<file path="config.mk">
export PLATFORM = sky130hd
export DESIGN_NAME = conv_layer2_ctrl
export DESIGN_NICKNAME = d
export VERILOG_FILES = /design/src/rtl/conv_layer2_ctrl.sv
export SDC_FILE = /design/constraint.sdc
export NUM_CORES = 1
export LEC_CHECK = 0
export ABC_CLOCK_PERIOD_IN_PS = 4550
export CORE_UTILIZATION = 55
export CTS_CLUSTER_DIAMETER = 80
export DETAILED_ROUTE_END_ITERATION = 7
export GPL_TIMING_DRIVEN = 0
export PLACE_DENSITY_LB_ADDON = 0.05
export SETUP_SLACK_MARGIN = 0.3
export SLEW_MARGIN = 20
export SYNTH_ARGS = -nofsm -noshare
export SYNTH_HDL_FRONTEND = slang
export SYNTH_SLANG_ARGS = --single-unit
</file>
<file path="constraint.sdc">
create_clock -name clk -period 4.55 [get_ports clk]
set_input_delay 0.6825 -clock clk [delete_from_list [all_inputs] [get_ports clk]]
set_output_delay 0.6825 -clock clk [all_outputs]
set_load 0.1 [all_outputs]
</file>
<file path="src/rtl/conv_layer2_ctrl.sv">
// conv_layer2_ctrl
//   Column sequencer for the 4-row x 12-PE layer-2 convolution array.
//   On start it clears the array and latches the filters. It then streams
//   num_cols ifmap columns from the column feature buffer into the array,
//   one column per cycle. Each valid summed output column is handed to a
//   downstream consumer through a one-deep valid/ready output register.
//   Backpressure on that register stalls both the array and the buffer.
//
// Ports
//   clk, rst      clock, asynchronous active-high reset
//   start         one-cycle frame request, honoured only when idle
//   num_cols      ifmap column count, sampled on an accepted start
//   busy          high whenever the sequencer is not idle
//   done / err    one-cycle end-of-frame pulse; err flags a frame shorter than KW
//   arr_clr       one-cycle array clear (array rst_n = ~arr_clr)
//   wt_load       one-cycle filter-register load strobe
//   col_rd_en     feature-buffer read strobe, with col_addr
//   conv_en       array advance enable
//   psum_valid    output column valid, with out_col_idx
//   psum_ready    consumer accept
module conv_layer2_ctrl #(
  parameter int KW    = 3,
  parameter int COL_W = 8
) (
  input  logic             clk,
  input  logic             rst,
  input  logic             start,
  input  logic [COL_W-1:0] num_cols,
  output logic             busy,
  output logic             done,
  output logic             err,
  output logic             arr_clr,
  output logic             wt_load,
  output logic             col_rd_en,
  output logic [COL_W-1:0] col_addr,
  output logic             conv_en,
  output logic             psum_valid,
  input  logic             psum_ready,
  output logic [COL_W-1:0] out_col_idx
);

  localparam logic [COL_W-1:0] KW_C  = COL_W'(KW);
  localparam logic [COL_W-1:0] KW_M1 = COL_W'(KW - 1);

  typedef enum logic [2:0] {
    S_IDLE,
    S_INIT,
    S_PRIME,
    S_RUN,
    S_DRAIN,
    S_FIN
  } state_t;

  state_t           r_state;
  logic [COL_W-1:0] r_ncols;
  logic [COL_W-1:0] r_rd_cnt;
  logic [COL_W-1:0] r_en_cnt;
  logic [COL_W-1:0] r_out_idx;
  logic             r_data_vld;
  logic             r_psum_valid;
  logic             r_arr_clr;
  logic             r_wt_load;
  logic             r_done;
  logic             r_err;

  logic w_stall;
  logic w_conv_en;
  logic w_rd_more;
  logic w_col_rd_en;
  logic w_last_en;
  logic w_out_fire;

  // The array and the buffer hold whenever the output register is full and
  // not being drained; the buffer read rides on the same edge as the array
  // step, so the next column lands exactly when the array consumes the old one.
  assign w_stall     = r_psum_valid & ~psum_ready;
  assign w_conv_en   = (r_state == S_RUN) & r_data_vld & ~w_stall;
  assign w_rd_more   = (r_rd_cnt < r_ncols);
  assign w_col_rd_en = (r_state == S_PRIME) | (w_conv_en & w_rd_more);
  assign w_last_en   = w_conv_en & (r_en_cnt == (r_ncols - 1'b1));
  // The first KW-1 steps only fill the kernel window; no output yet.
  assign w_out_fire  = w_conv_en & (r_en_cnt >= KW_M1);

  assign busy        = (r_state != S_IDLE);
  assign done        = r_done;
  assign err         = r_err;
  assign arr_clr     = r_arr_clr;
  assign wt_load     = r_wt_load;
  assign col_rd_en   = w_col_rd_en;
  assign col_addr    = (r_state == S_RUN) ? r_rd_cnt : '0;
  assign conv_en     = w_conv_en;
  assign psum_valid  = r_psum_valid;
  assign out_col_idx = r_out_idx;

  always_ff @(posedge clk or posedge rst) begin
    if (rst) begin
      r_state    <= S_IDLE;
      r_ncols    <= '0;
      r_rd_cnt   <= '0;
      r_en_cnt   <= '0;
      r_data_vld <= 1'b0;
      r_arr_clr  <= 1'b0;
      r_wt_load  <= 1'b0;
      r_done     <= 1'b0;
      r_err      <= 1'b0;
    end else begin
      r_arr_clr <= 1'b0;
      r_wt_load <= 1'b0;
      r_done    <= 1'b0;
      r_err     <= 1'b0;
      case (r_state)
        S_IDLE: begin
          if (start) begin
            r_ncols    <= num_cols;
            r_rd_cnt   <= '0;
            r_en_cnt   <= '0;
            r_data_vld <= 1'b0;
            r_arr_clr  <= 1'b1;
            r_wt_load  <= 1'b1;
            r_state    <= S_INIT;
          end
        end
        S_INIT: begin
          // A frame narrower than the kernel produces nothing; finish at once.
          if (r_ncols < KW_C) begin
            r_done  <= 1'b1;
            r_err   <= 1'b1;
            r_state <= S_FIN;
          end else begin
            r_state <= S_PRIME;
          end
        end
        S_PRIME: begin
          r_rd_cnt   <= COL_W'(1);
          r_data_vld <= 1'b1;
          r_state    <= S_RUN;
        end
        S_RUN: begin
          if (w_conv_en) begin
            r_en_cnt <= r_en_cnt + 1'b1;
            if (w_rd_more) begin
              r_rd_cnt <= r_rd_cnt + 1'b1;
            end else begin
              r_data_vld <= 1'b0;
            end
          end
          if (w_last_en) begin
            r_state <= S_DRAIN;
          end
        end
        S_DRAIN: begin
          if (!r_psum_valid) begin
            r_done  <= 1'b1;
            r_state <= S_FIN;
          end
        end
        S_FIN: begin
          r_state <= S_IDLE;
        end
        default: begin
          r_state <= S_IDLE;
        end
      endcase
    end
  end

  // One-deep output register. A new column may overwrite only when the
  // current one is being accepted, since conv_en is already gated by stall.
  always_ff @(posedge clk or posedge rst) begin
    if (rst) begin
      r_psum_valid <= 1'b0;
      r_out_idx    <= '0;
    end else if (w_out_fire) begin
      r_psum_valid <= 1'b1;
      r_out_idx    <= r_en_cnt - KW_M1;
    end else if (r_psum_valid & psum_ready) begin
      r_psum_valid <= 1'b0;
    end
  end

endmodule

</file>
# Yosys cells after proc, flatten, opt, wreduce, memory -nomap -nowiden
# Cells that the tools add are included.
# word_totals
input_bits	12
output_inout_bits	24
word_cells	72
ff_bits	40
# classes
eq_ne	11
n_lt_le_gt_ge	3
muxes	24
n_bitwise	10
n_reduce_logical	10
add_sub_neg	4
# op_table
cell	count
$mux W8	5
$pmux W8 S3	1
$add A8 B1 Y8 const B	2
$pmux W8 S2	1
$pmux W3 S5	1
$mux W3	4
$ne A2 B2 Y1 const B	6
$mux W1	10
$eq A8 B8 Y1	1
$ge A8 B2 Y1 const B	1
$lt A8 B2 Y1 const B	1
$lt A8 B8 Y1	1
$reduce_and A4 Y1	2
$sub A8 B1 Y8 const B	1
$sub A8 B2 Y8 const B	1
$and A1 B1 Y1	7
$eq A3 B2 Y1 const B	2
$reduce_and A3 Y1	2
$reduce_bool A3 Y1	2
$reduce_bool A2 Y1	2
$eq A3 B1 Y1 const B	1
$eq A3 B3 Y1 const B	1
$logic_not A3 Y1	1
$pmux W1 S3	1
4 further kinds	5

# Depth between registers and ports, before layout
# Gate-level depths: netlist (run 1).
# depth
ltp_word	7
ltp_mapped	8
mapped_depth_nobuf	7

# Least setup slack after synthesis (run 1)
# OpenSTA, ideal clock, no wires.
# synth_path
kind	register to output
startpoint	register r_ncols[1]
endpoint	output col_rd_en
arrival_ns	3.082
required_ns	3.868
setup_slack_ns	0.785
n_path_buf	1
path_stages_with_launch	8
cell_sequence	dfrtp_1 -> inv_1 -> ha_1 -> a2111oi_0 -> o31a_1 -> buf_2 -> nand3_1 -> a21oi_1
# synth_between
elab_chain_cells	3
# synth_lines
item	line	source
from (decl)	55	logic [COL_W-1:0] r_ncols;
from (signal assigned)	114	r_ncols <= num_cols;
$lt A8 B8 Y1	78	assign w_rd_more = (r_rd_cnt < r_ncols);
$and A1 B1 Y1	79	assign w_col_rd_en = (r_state == S_PRIME) | (w_conv_en & w_rd_more);
$or A1 B1 Y1	79	
to (decl)	34	output logic col_rd_en,
# Every way passes these cells.

# Worst setup path after layout (run 1)
# Same ends and word-level chain as after synthesis.

==> results.py, run 1 <==
metrics = {
    "clock_network": {
        "postCtsHoldBufs": 0,
        "cts_max_level": 2,
        "cts.path.max_buffers": 2,
        "clk_latency_ps": 300,
        "root_buffer": "clkbuf_8",
        "cts_tree": "yes",
        "cts_setup_buffers": 0,
        "cts_buffers": 5,
        "cts_sinks": 40,
        "ctsResizeCount": 0,
        "clk_pin_slew_ps": 80,
    },
    "drt": {
        "dr.pass1.iters": 4,
        "ant_nets": 0,
        "vias_per_cell": 5.80,
        "drt_first_iter_violations": 85,
        "drc": 0,
        "avgRoutedWirePerCell_um": 15.2,
        "vias": 2083,
        "routed_wirelength_mm": 5.44,
    },
    "sta": {
        "tightest_slew_ps": 979,
        "max-slew-margin-rel_pct": 34.5,
        "hold_violations": 0,
        "setup_viol": 0,
        "finClkSkew_ps": 9.27,
        "max_freq_mhz": 267,
        "period_minus_slack_ps": 3750,
        "slew_viol_final": 0,
        "grt_setup_unrepaired": "no",
        "final.setup.tns_ps": 0,
        "period_share_pct": 82.5,
    },
    "yosys": {
        "synthesis.nets": 291,
        "synthFlopType": "dfrtp_1",
        "netlist_area_um2": 2430,
        "yosys.cell_types.count": 54,
        "synth-seq-cells": 40,
        "synthArstFlopShare_pct": 100,
        "syn_inst": 265,
        "yosys_warnings": 0,
        "yosys.area.top_type_share_pct": 41.2,
        "synth_seq_area_share_pct": 41.2,
        "netlist.top_cell.by_area": "dfrtp_1",
        "syn_area_per_cell_um2": 9.17,
        "synth_edf_count": 0,
        "ys_top_cells_by_area": "dfrtp_1, ha_1, xnor2_1",
    },
    "floorplanning": {
        "die_area_um2": 4690,
        "io_pins": 36,
        "die_h_um": 68.5,
        "start_util_pct": 59.1,
        "core_area_um2": 4120,
        "fp-row-count": 23,
        "die_w_um": 68.5,
    },
    "worst_setup_path": {
        "rr_startpoint": "r_state[2]$_DFFE_PP0P_",
        "r2r_end": "r_state[0]$_DFFE_PP0P_",
        "end_kind": "primary output",
        "crit_required_ps": 3870,
        "crit_end": "col_rd_en",
        "crit_type": "reg2out",
        "reg2reg_depth": 7,
        "critPathLaunchType": "flip-flop",
        "cp.arrival_ps": 3070,
        "crit_start": "r_ncols[1]$_DFFE_PP0P_",
        "reg2reg_slack_ps": 2170,
        "crit_fanout": 10,
    },
    "worst_hold_path": {
        "hold_start": "out_col_idx[5]$_DFFE_PP0P_",
        "hp-class": "reg2reg",
    },
    "cells_and_area": {
        "drive_above_1_share_pct": 6.47,
        "multi_input_area_um2": 1310,
        "nets": 334,
        "nFillCells": 328,
        "num_antenna_cells": 0,
        "syn_to_final_growth_pct": 24.4,
        "regArea_um2": 1000,
    },
    "global_route": {
        "grt_pass1_wl_mm": 8.87,
        "grt_start_max_net_pins": 33,
        "gr-usage-all-layers_pct": 26.0,
        "grt_pass1_vias": 1869,
        "antenna_found_initial": 0,
        "overflow": 0,
    },
    "run": {
        "cap_violations": 0,
    },
    "status": {
        "outcome": "finished, final reports clean",
    },
    "placement": {
        "port_buffers": 35,
        "hpwl_mm": 3.95,
        "place.gp.congestion": 0.840,
    },
}
==> cells in the mapped netlist, drive strengths merged (4+ instances only) <==
cell type and number:
clkbuf 11, a21oi 9, inv 16, nor4 7
dfrtp 40, nand2b 4, xor2 6, o21ai 20
nor3 8, nor2 17, ha 14, and2 8
nand2 29, xnor2 16, nand3 7
==> registers in the layout, summed over array words and instances, names as in the netlist <==
register	flops
psum_valid	1
r_ncols	8
wt_load	1
done	1
r_en_cnt	8
out_col_idx	8
r_rd_cnt	8
r_state	3
err	1
r_data_vld	1
==> worst min path at each step <==
stage / slack (ps) / cells past startpoint / end
5_1_grt: 500 / 2 / out_col_idx[3]$_DFFE_PP0P_
4_1_cts: 490 / 2 / out_col_idx[5]$_DFFE_PP0P_
6_report: 480 / 2 / out_col_idx[5]$_DFFE_PP0P_
3_5_place_dp: 470 / 2 / out_col_idx[5]$_DFFE_PP0P_
3_3_place_gp: 460 / 2 / out_col_idx[5]$_DFFE_PP0P_
2_1_floorplan: 470 / 1 / r_rd_cnt[7]$_DFFE_PP0P_
==> metal layers <==
metal	share of wire (%)	track usage, %
met3	3.8	6.00
met5	0	0
met1	47	33.8
met2	47	42.9
met4	1.4	7.55
==> through the flow <==
step / instance area [µm²] / util, % / hold WS, ps / setup slack [ps] / std cells
after floorplan: 2430 / - / 471 / 785 / 265
after global placement: 2840 / 69.1 / 461 / 743 / 350
after detailed placement: 2860 / 69.6 / 469 / 724 / 351
after CTS: 3020 / 73.5 / 487 / 407 / 359
after global routing: 3030 / 73.5 / 504 / 679 / 359
final: 3030 / 73.5 / 479 / 798 / 359
==> cell type report <==
class / instances / share of cell area [%]
Buffer: 14 / 1.94
Sequential cell: 40 / 33.1
Multi-Input combinational cell: 195 / 43.3
Clock inverter: 3 / 2.98
Clock buffer: 5 / 2.27
Timing Repair Buffer: 36 / 12.3
Tap cell: 50 / 2.07
Inverter: 16 / 1.99
==> critical path: stages (launching register included) <==
cell,delay [ps]
dfrtp_1,400
inv_1,110
ha_1,290
a2111oi_0,360
o31a_1,330
buf_2,270
nand3_1,100
a21oi_1,150
dlymetal6s2s_1,760
==> layout by cell type, fill, tap and decap left out, drive strengths merged, types with 2 or more instances in the layout <==
cell type       n
ha             14
o21ai          20
clkdlybuf4s50  34
o21ba           2
a31oi           2
a41oi           3
nand3           7
buf             4
and4            3
xnor2          16
and3            3
and2            8
a221oi          2
nor2           17
nand2b          4
nor3b           2
nand2          29
o21a            3
nand4           3
xor2            6
nor3            8
bufinv          3
o41ai           2
nor4            7
a21oi           9
or2             2
clkbuf         16
inv            16
a221o           2
a211o           2
dfrtp          40
==> cell families (layout without fill, tap and decap cells) <==
| group | Yosys count | count (layout) | share of synthesized area (%) |
|---|---|---|---|
| and+or+nand+nor | 99 | 99 | 21.5 |
| AOI/OAI and AO/OA | 60 | 60 | 17.3 |
| DFF | 40 | 40 | 41.2 |
| buffers and inverters | 30 | 74 | 4.89 |
| xor gates and xnor gates | 22 | 22 | 7.93 |
| adders and majority gates | 14 | 14 | 7.21 |
Power of run 1 is not shown: default switching activity piles up to over one toggle a cycle in this logic, so the estimate is an artifact.
==> run 2, diff against run 1 <==
--- a/config.mk
+++ b/config.mk
@@ -5,8 +5,8 @@
 export SDC_FILE = /design/constraint.sdc
 export NUM_CORES = 1
 export LEC_CHECK = 0
-export ABC_CLOCK_PERIOD_IN_PS = 4550
-export CORE_UTILIZATION = 55
+export ABC_CLOCK_PERIOD_IN_PS = 3400
+export CORE_UTILIZATION = 49
 export CTS_CLUSTER_DIAMETER = 80
 export DETAILED_ROUTE_END_ITERATION = 7
 export GPL_TIMING_DRIVEN = 0
==> constraint.sdc (replaced) <==
create_clock -name clk -period 3.4 [get_ports clk]
set_input_delay 0.51 -clock clk [delete_from_list [all_inputs] [get_ports clk]]
set_output_delay 0.51 -clock clk [all_outputs]
set_load 0.1 [all_outputs]
==> run 2 against run 1 <==
Against the previous run: wire length shrank 1.9%; clock skew grew 1.2 ps; die area grew 12%; highest routed layer unchanged; first-iteration DRC count grew 32%; register-to-register slack lost 1000 ps; via count shrank 1.7%; flip-flop and latch count is the same; largest cell class unchanged; critical endpoint unchanged; clock-buffer cell count grew 2.
==> results.py, run 2 (same netlist as run 1, synthesis figures left out) <==
metrics = {
    "clock_network": {
        "clk_latency_ps": 300,
        "cts_sinks": 40,
        "cts_tree": "yes",
        "root_buffer": "clkbuf_8",
        "cts.path.max_buffers": 2,
        "cts_buffers": 5,
        "clk_pin_slew_ps": 80,
        "cts_max_level": 2,
    },
    "floorplanning": {
        "fp-row-count": 25,
        "io_pins": 36,
        "die_h_um": 72.4,
        "core_area_um2": 4750,
        "start_util_pct": 51.1,
        "die_w_um": 72.4,
        "die_area_um2": 5250,
    },
    "drt": {
        "vias": 2047,
        "dr_wl_met3_um": 151,
        "drt-met1-wl_mm": 2.52,
        "avgRoutedWirePerCell_um": 14.2,
        "routed_wirelength_mm": 5.34,
        "ant_nets": 0,
        "drt_first_iter_violations": 112,
        "vias_per_cell": 5.43,
        "routed.top_layer": "met4",
        "drc": 0,
        "dr.pass1.iters": 4,
        "dr_wl_met2_mm": 2.56,
    },
    "worst_setup_path": {
        "crit_required_ps": 2890,
        "slowest_stage": "dfrtp_1",
        "crit_fanout": 10,
        "crit_family": "compound AO/OA/AOI/OAI gates",
        "critPathMaxStageDelay_ps": 470,
        "crit_buf_inv": 3,
        "crit_start": "r_ncols[3]$_DFFE_PP0P_",
        "path_cells": "inv_1 > ha_1 > a2111oi_0 > o31a_1 > buf_2 > nand3_1 > a21oi_2 > buf_6",
        "reg2reg_slack_ps": 1140,
        "crit_type": "reg2out",
        "cp.arrival_ps": 2510,
        "rr_startpoint": "r_state[2]$_DFFE_PP0P_",
        "critPathLaunchType": "flip-flop",
        "end_kind": "primary output",
    },
    "sta": {
        "tightest_slew_ps": 965,
        "period_minus_slack_ps": 3020,
        "setup_viol": 0,
        "period_share_pct": 88.7,
        "max_freq_mhz": 331,
        "grt_setup_unrepaired": "yes",
        "max-slew-margin-rel_pct": 35.5,
        "hold_violations": 0,
        "slew_viol_final": 0,
        "finClkSkew_ps": 10.5,
    },
    "global_route": {
        "gr-usage-all-layers_pct": 22.4,
        "grt_pass1_wl_mm": 9.06,
        "grt_pass1_vias": 1943,
        "overflow": 0,
        "grt_start_max_net_pins": 32,
        "antenna_found_initial": 0,
    },
    "worst_hold_path": {
        "hp-class": "in2async",
    },
    "placement": {
        "place.gp.congestion": 0.886,
        "hpwl_mm": 3.93,
        "port_buffers": 35,
        "dp_cells": 368,
    },
    "cells_and_area": {
        "final_cells": 377,
        "final_common_cell": "dfrtp_1",
        "multi_input_area_um2": 1320,
        "nets": 335,
        "regArea_um2": 1000,
        "final_cell_mix": "dfrtp_1, nand2_1, clkdlybuf4s50_1",
        "num_antenna_cells": 0,
        "syn_to_final_growth_pct": 23.8,
        "nFillCells": 441,
        "drive_above_1_share_pct": 7.74,
    },
    "run": {
        "cap_violations": 0,
    },
    "status": {
        "outcome": "finished, final reports clean",
    },
}
==> run 2: cell types whose count changed in the layout (fill, tap and decap cells not counted), sizes merged <==
cell	delta
buf	+2
clkbuf	+3
bufinv	-2
dlymetal6s2s	-1
clkdlybuf4s50	-9
dlygate4sd2	+8
==> run 2: per-stage QoR <==
stage | util [%] | TNS, ps | instance area (µm²) | hold slack (ps) | setup WS, ps
after floorplan | - | 0 | 2430 | 471 | 415
after global placement | 60.3 | -259 | 2870 | 461 | -259
after detailed placement | 60.8 | -259 | 2890 | 469 | -259
after CTS | 63.1 | 0 | 3000 | 459 | 116
after global routing | 63.3 | 0 | 3010 | 472 | 229
final | 63.3 | 0 | 3010 | 457 | 383
==> run 2: metal layers <==
metal	global-route usage, %	vias to the layer above
li1	-	1029
met3	4.17	8
met1	28.5	960
met2	37.7	50
met5	0	-
met4	8.93	0
==> run 2: layout make-up <==
cell class | count | area share, %
Timing Repair Buffer | 37 | 12.1
Clock buffer | 7 | 3.20
Clock inverter | 1 | 0.998
Multi-Input combinational cell | 195 | 43.7
Tap cell | 67 | 2.79
Buffer | 14 | 1.95
Sequential cell | 40 | 33.3
Inverter | 16 | 2.00
==> run 2: repair_timing <==
action,4_1_cts,5_1_grt
buffers inserted,0,1
endpoints found under the setup margin,10,2
hold buffers,0,0
pin swaps,0,1
gates resized for setup,14,5
==> run 2: final timing paths <==
check	end	cells after the start
worst min-delay path	r_rd_cnt[3]$_DFFE_PP0P_	2
min in group clk	out_col_idx[7]$_DFFE_PP0P_	2
max in group asynchronous	r_en_cnt[5]$_DFFE_PP0P_	3
worst min register to register	out_col_idx[7]$_DFFE_PP0P_	2
worst max-delay path	col_rd_en	8
worst max register to register	r_state[1]$_DFFE_PP0P_	7
Power of run 2 is left out for the same reason.
